`config.mk`:
```
export PLATFORM = sky130hd
export DESIGN_NAME = neuron_mac_ctrl
export DESIGN_NICKNAME = d
export VERILOG_FILES = /design/src/rtl/neuron_mac_ctrl.sv
export SDC_FILE = /design/constraint.sdc
export NUM_CORES = 1
export LEC_CHECK = 0
export ABC_AREA = 0
export CAP_MARGIN = 20
export CORE_MARGIN = 2
export CORE_UTILIZATION = 46
export CTS_BUF_LIST = sky130_fd_sc_hd__clkbuf_8
export CTS_CLUSTER_SIZE = 25
export DETAILED_ROUTE_END_ITERATION = 16
export PLACE_DENSITY = 0.68
export REMOVE_ABC_BUFFERS = 1
export SKIP_CTS_REPAIR_TIMING = 1
export SLEW_MARGIN = 20
export SYNTH_ARGS = -nofsm -noshare
export SYNTH_HDL_FRONTEND = slang
export SYNTH_SLANG_ARGS = --single-unit
```
`constraint.sdc`:
```
create_clock -name clk -period 2.56 [get_ports clk]
set_input_delay 0.384 -clock clk [delete_from_list [all_inputs] [get_ports clk]]
set_output_delay 0.384 -clock clk [all_outputs]
set_load 0.02 [all_outputs]
```
`src/rtl/neuron_mac_ctrl.sv`:
```
// rtl/neuron_mac_ctrl.sv - sequencer for one neuron multiply-accumulate evaluation.
// Optional cancel input guarded by NEURON_CTRL_ABORT_EN.
module neuron_mac_ctrl #(
    parameter int ADDR_W   = 8,
    parameter int MULT_LAT = 1
) (
    input  logic              clk,
    input  logic              rst_n,
    input  logic              start,
    input  logic [ADDR_W-1:0] n_inputs,
`ifdef NEURON_CTRL_ABORT_EN
    input  logic              abort,
`endif
    output logic              busy,
    output logic              init,
    output logic [ADDR_W-1:0] addr,
    output logic              addr_valid,
    output logic              ld_reg,
    output logic              act_en,
    output logic              done
);

    typedef enum logic [2:0] {
        S_IDLE,
        S_INIT,
        S_ISSUE,
        S_DRAIN,
        S_ACT,
        S_DONE
    } state_t;

    localparam logic [1:0] DRAIN_LAST = 2'((MULT_LAT > 0) ? MULT_LAT - 1 : 0);

    state_t            state_q, state_d;
    logic [ADDR_W-1:0] count_q, count_d;
    logic [ADDR_W-1:0] idx_q, idx_d;
    logic [1:0]        drain_q, drain_d;
    logic              abort_req;

`ifdef NEURON_CTRL_ABORT_EN
    assign abort_req = abort;
`else
    assign abort_req = 1'b0;
`endif

    always_comb begin
        state_d = state_q;
        count_d = count_q;
        idx_d   = idx_q;
        drain_d = drain_q;
        case (state_q)
            S_IDLE: begin
                if (start) begin
                    count_d = n_inputs;
                    idx_d   = '0;
                    state_d = S_INIT;
                end
            end
            S_INIT: begin
                idx_d   = '0;
                state_d = (count_q != '0) ? S_ISSUE : S_ACT;
            end
            S_ISSUE: begin
                if (idx_q == count_q - ADDR_W'(1)) begin
                    idx_d   = '0;
                    drain_d = '0;
                    state_d = (MULT_LAT > 0) ? S_DRAIN : S_ACT;
                end else begin
                    idx_d = idx_q + ADDR_W'(1);
                end
            end
            S_DRAIN: begin
                if (drain_q == DRAIN_LAST) begin
                    state_d = S_ACT;
                end else begin
                    drain_d = drain_q + 2'd1;
                end
            end
            S_ACT:   state_d = S_DONE;
            S_DONE:  state_d = S_IDLE;
            default: state_d = S_IDLE;
        endcase
        // Cancel wins over every other transition, but only once a run is in flight.
        if (abort_req && (state_q != S_IDLE)) begin
            state_d = S_IDLE;
            idx_d   = '0;
            drain_d = '0;
        end
    end

    always_ff @(posedge clk or negedge rst_n) begin
        if (!rst_n) begin
            state_q <= S_IDLE;
            count_q <= '0;
            idx_q   <= '0;
            drain_q <= '0;
        end else begin
            state_q <= state_d;
            count_q <= count_d;
            idx_q   <= idx_d;
            drain_q <= drain_d;
        end
    end

    assign busy       = (state_q != S_IDLE);
    assign init       = (state_q == S_INIT);
    assign addr_valid = (state_q == S_ISSUE);
    assign addr       = addr_valid ? idx_q : '0;
    assign act_en     = (state_q == S_ACT) && !abort_req;
    assign done       = (state_q == S_DONE) && !abort_req;

    // ld_reg tracks addr_valid through the multiplier pipeline depth.
    if (MULT_LAT == 0) begin : g_no_lat
        assign ld_reg = addr_valid;
    end else begin : g_lat
        logic [MULT_LAT-1:0] ld_sr_q, ld_sr_d;

        always_comb begin
            ld_sr_d = '0;
            if (!(abort_req && busy)) begin
                ld_sr_d[0] = addr_valid;
                for (int i = 1; i < MULT_LAT; i++) begin
                    ld_sr_d[i] = ld_sr_q[i-1];
                end
            end
        end

        always_ff @(posedge clk or negedge rst_n) begin
            if (!rst_n) begin
                ld_sr_q <= '0;
            end else begin
                ld_sr_q <= ld_sr_d;
            end
        end

        assign ld_reg = ld_sr_q[MULT_LAT-1];
    end

endmodule

```
[Yosys cells after proc, flatten, opt, wreduce, memory -nomap -nowiden]
Index checks and enable logic that the tools add are counted.
Operators by class
  $add $sub $neg: 3
  $mul: 0
  divide/modulo/power cells: 0
  $lt $le $gt $ge: 0
  equality and inequality tests: 10
  shifts and indexed selects: 0
  multiplexer cells: 12
  bitwise operators: 0
  reduce and logical (&&, ||, !) cells: 10
Operators with widths (number)
  8-bit 2-to-1 mux: 3
  8-bit case mux with 3 select lines: 1
  3-bit case mux with 5 select lines: 1
  3-bit 2-to-1 mux: 4
  8-bit by 1-bit adder with 8-bit output (second input constant): 1
  8-bit == test: 1
  8-bit nonzero test: 1
  8-bit by 1-bit subtractor with 8-bit output (second input constant): 1
  3-bit by 2-bit == test with 1-bit output (second input constant): 2
  3-bit == test (second input constant): 2
  2-bit inequality test (second input constant): 3
  3-bit AND reduction: 2
  3-bit nonzero test: 2
  2-bit 2-to-1 mux: 2
  2-bit case mux with 2 select lines: 1
  2-bit AND reduction: 2
  3-bit by 1-bit == test with 1-bit output (second input constant): 1
  3-bit logical NOT: 1
  2-bit by 1-bit adder with 2-bit output (second input constant): 1
  2-bit logical NOT: 1
  2-bit by 1-bit inequality test with 1-bit output (second input constant): 1
  2-bit nonzero test: 1
Storage, ports and cells
  register bits after elaboration: 22
  latch bits: 0
  RAM bits: 0
  ROM bits: 0
  bits of input ports: 11
  logic and storage cells: 40
  memories kept: 0

[Longest topological paths before layout]
  depth after elaboration: 4
  depth in mapped cells: 8
  mapped depth without buffers: 8

[Least setup slack after synthesis]
No wires, ideal clock.
  path type: register to output
  start point: register state_q[1]
  end point: output port addr[0]
  arrival time: 1.736 ns
  required time: 2.176 ns
  path slack: 0.440 ns
  stages on the path, launching flop included: 5
  cells stage by stage: dfrtp_1 clkbuf_1 nor3b_1 clkbuf_1 and2_1
Between the ends
  cells in the longest elaborated chain, start to end: 2
Ends and longest elaborated chain
  start, declared: RTL line 34  | state_t state_q, state_d;
  start signal, assigned: RTL line 98  | state_q <= state_d;
  3-bit by 2-bit == test with 1-bit output: RTL line 107  | assign addr_valid = (state_q == S_ISSUE);
  via addr_valid: RTL line 17  | output logic addr_valid,
  8-bit 2-to-1 mux: RTL line 108  | assign addr = addr_valid ? idx_q : '0;
  end, declared: RTL line 16  | output logic [ADDR_W-1:0] addr,
The timed path passes the listed nets, and every way through them passes these cells.

[Final worst setup path]
  start point: register state_q[1]
  end point: output port addr[6]
Between the ends
  cells in the longest elaborated chain, start to end: 2
Ends and longest elaborated chain (RTL line)
  3-bit by 2-bit == test with 1-bit output: 107
  8-bit 2-to-1 mux: 108
No other way between the ends.

==> impl_metrics.toml <==
[clocking]
clock_latency_ps = 260
root_buffer = "clkbuf_8"
clk_path_buf_depth = 2
path_clk_slew_ps = 70
numCtsBuffers = 3
cts_tree = "yes"
h-tree-depth = 1
clock_sinks = 22

[global_routing]
antenna_found_initial = 0
grt.overflow.total = 0
grt_pass1_vias = 1071
grtUsageTotal = 0.183
grt_pass1_wl_microns = 4810
grt_max_degree = 23

[power_and_ir_drop]
power_frac_seq = 0.375
p_leak_nw = 0.737
power_w = 0.00166
internal_power_w = 0.000964
switching_share = 0.419
power_density_mw_per_mm2 = 965
peakVddDrop_mv = 0.590
p_clk_frac = 0.128
p_sw_w = 0.000695
combPwrFrac = 0.497

[timing]
fin_skew_ps = 1.13
period_needed_ps = 2360
clock.fmax_mhz = 423
rsz0062_at_grt = "false"
final.setup.tns_ps = 0
setup-violations-final = 0
finalCritPeriodShare = 0.923
finalMaxSlewViolations = 0
maxSlewHeadroom = 0.632
worst_slew_pin_slew_ps = 548
hold_viol_final = 0

[route]
routedWlPerCell_microns = 14.5
vias = 1094
drc_errors = 0
firstDrtPassIters = 4
routed_wl_microns = 2800
vias_per_cell = 5.67
ant_nets = 0
drt_iter0_markers = 61

[critical_path]
worst_setup_path_start_kind = "register"
critPathArrivalTime_ps = 1980
required_ps = 2180
r2r.worst_path.cells = 8
max_stage_delay_ps = 590
critical_path_class = "reg -> out"
slowest_stage = "clkdlybuf4s50_1"
cp-end-kind = "output pin"
cp_max_fo = 14
crit_chain = "nor3b_1 > buf_4 > and2_2 > clkdlybuf4s50_1"

[placement]
post-dp-hpwl_microns = 2110
io_buffers = 24
placed_area_sq_mm = 0.00168
gp_congestion = 0.832

[layout]
final_nets = 179
largestRegisters = "count_q x8, idx_q x8, state_q x3"
fin_util = 0.608
diodes = 0
design_area_sq_mm = 0.00172
final_common_cell = "clkdlybuf4s50_1"
drive_gt1_frac = 0.154
area_growth_pct = 23.1
layout_common_cells = "clkdlybuf4s50_1 (24), dfrtp_1 (22), nand2_1 (10), nor2_1 (8)"

[yosys]
yosys_register_bits = 22
synth_top_area_share = 0.394
async_flop_share = 1.00
ys_dominant_reg_cell = "dfrtp_1"
yosys.cell_types.count = 49
synth_edf_count = 0
syn_inst = 137
yosys.area.top_type = "dfrtp_1"
netlist_top_cells_area = "dfrtp_1 (39%), mux2_2 (4.8%), xnor2_1 (3.8%)"
ys_warn_count = 0
yosysSeqAreaShare = 0.394
syn_area_sq_mm = 0.00140
avgSynthCellArea_sq_um = 10.2

[die]
row_count = 19
die_height_microns = 59.1
dieArea_sq_mm = 0.00349
ios = 25
core_area_sq_mm = 0.00283
initial_core_util = 0.494
die_w_microns = 59.1

[status]
outcome = "complete, no violations"

[hold_path]
hp-class = "in -> async"

[flow_run]
drv_cap = 0
[critical path, delay by kind of cell, from the launching register on]
kind | cells | cell delay [ps]
buffers and inverters | 2 | 820
DFF | 1 | 510
and+or+nand+nor | 2 | 390
[synth_stat cells, drive strengths merged (2+ instances only)]
library cell	instances
dfrtp	22
nand2	10
nor2	9
and2	8
inv	7
mux2	6
xnor2	6
xor2	6
nand3	5
nor3	5
clkbuf	4
ha	4
o21ai	4
a21oi	3
nand2b	3
nor3b	3
a21o	2
nand3b	2
nor2b	2
o21a	2
o21bai	2
o31ai	2
o41ai	2
or3	2
[per-layer routing]
metal | up-vias | part of all wire | global-route usage
met4 | 0 | 0.015 | 0.0714
met1 | 534 | 0.46 | 0.234
met5 | - | 0 | 0
met3 | 5 | 0.033 | 0.0284
met2 | 23 | 0.49 | 0.310
li1 | 532 | - | -
[final timing paths]
| path | from | to | slack, ps |
|---|---|---|---|
| max | state_q[1]$_DFFE_PN0P_ | addr[6] | 200 |
| min reg2reg | drain_q[0]$_DFFE_PN0P_ | drain_q[0]$_DFFE_PN0P_ | 540 |
| max in group asynchronous | rst_n | idx_q[1]$_DFFE_PN0P_ | 1850 |
| min | rst_n | state_q[2]$_DFFE_PN0P_ | 480 |
| min in group clk | drain_q[0]$_DFFE_PN0P_ | drain_q[0]$_DFFE_PN0P_ | 540 |
| max reg2reg | count_q[0]$_DFFE_PN0P_ | idx_q[3]$_DFFE_PN0P_ | 360 |
[cell type report]
cell class                 instances  area, sq um
multi-input combinational        103          800
timing repair buffer              27          263
inverter                           7         26.3
fill                             250         1110
clock buffer                       3         41.3
sequential                        22          551
tap                               31         38.8
[metrics by stage]
| step | setup slack [ps] | std cells | hold slack, ps |
|---|---|---|---|
| final | 197 | 193 | 476 |
| after global routing | 113 | 193 | 501 |
| after CTS | 168 | 193 | 485 |
| after detailed placement | 362 | 190 | 525 |
| after global placement | 409 | 190 | 510 |
| after floorplan | 156 | 132 | 88.4 |
[cells by family after synthesis]
family	synth area share
and+or+nand+nor	0.241
AOI/OAI and AO/OA	0.167
DFF	0.394
xor gates and xnor gates	0.0806
buffers and inverters	0.0332
muxes	0.0484
adders and majority gates	0.0358
[power groups by stage]
stage | clock [W] | sequential (W) | combinational [W]
global placement | 0 | 0.000623 | 0.000802
detailed placement | 0 | 0.000629 | 0.000827
global route | 0.000233 | 0.000644 | 0.000908
floorplan | 0 | 0.000594 | 0.000599
finish | 0.000213 | 0.000622 | 0.000824
CTS | 0.000222 | 0.000623 | 0.000830
Note: power is estimated with default switching activity, not from simulation.
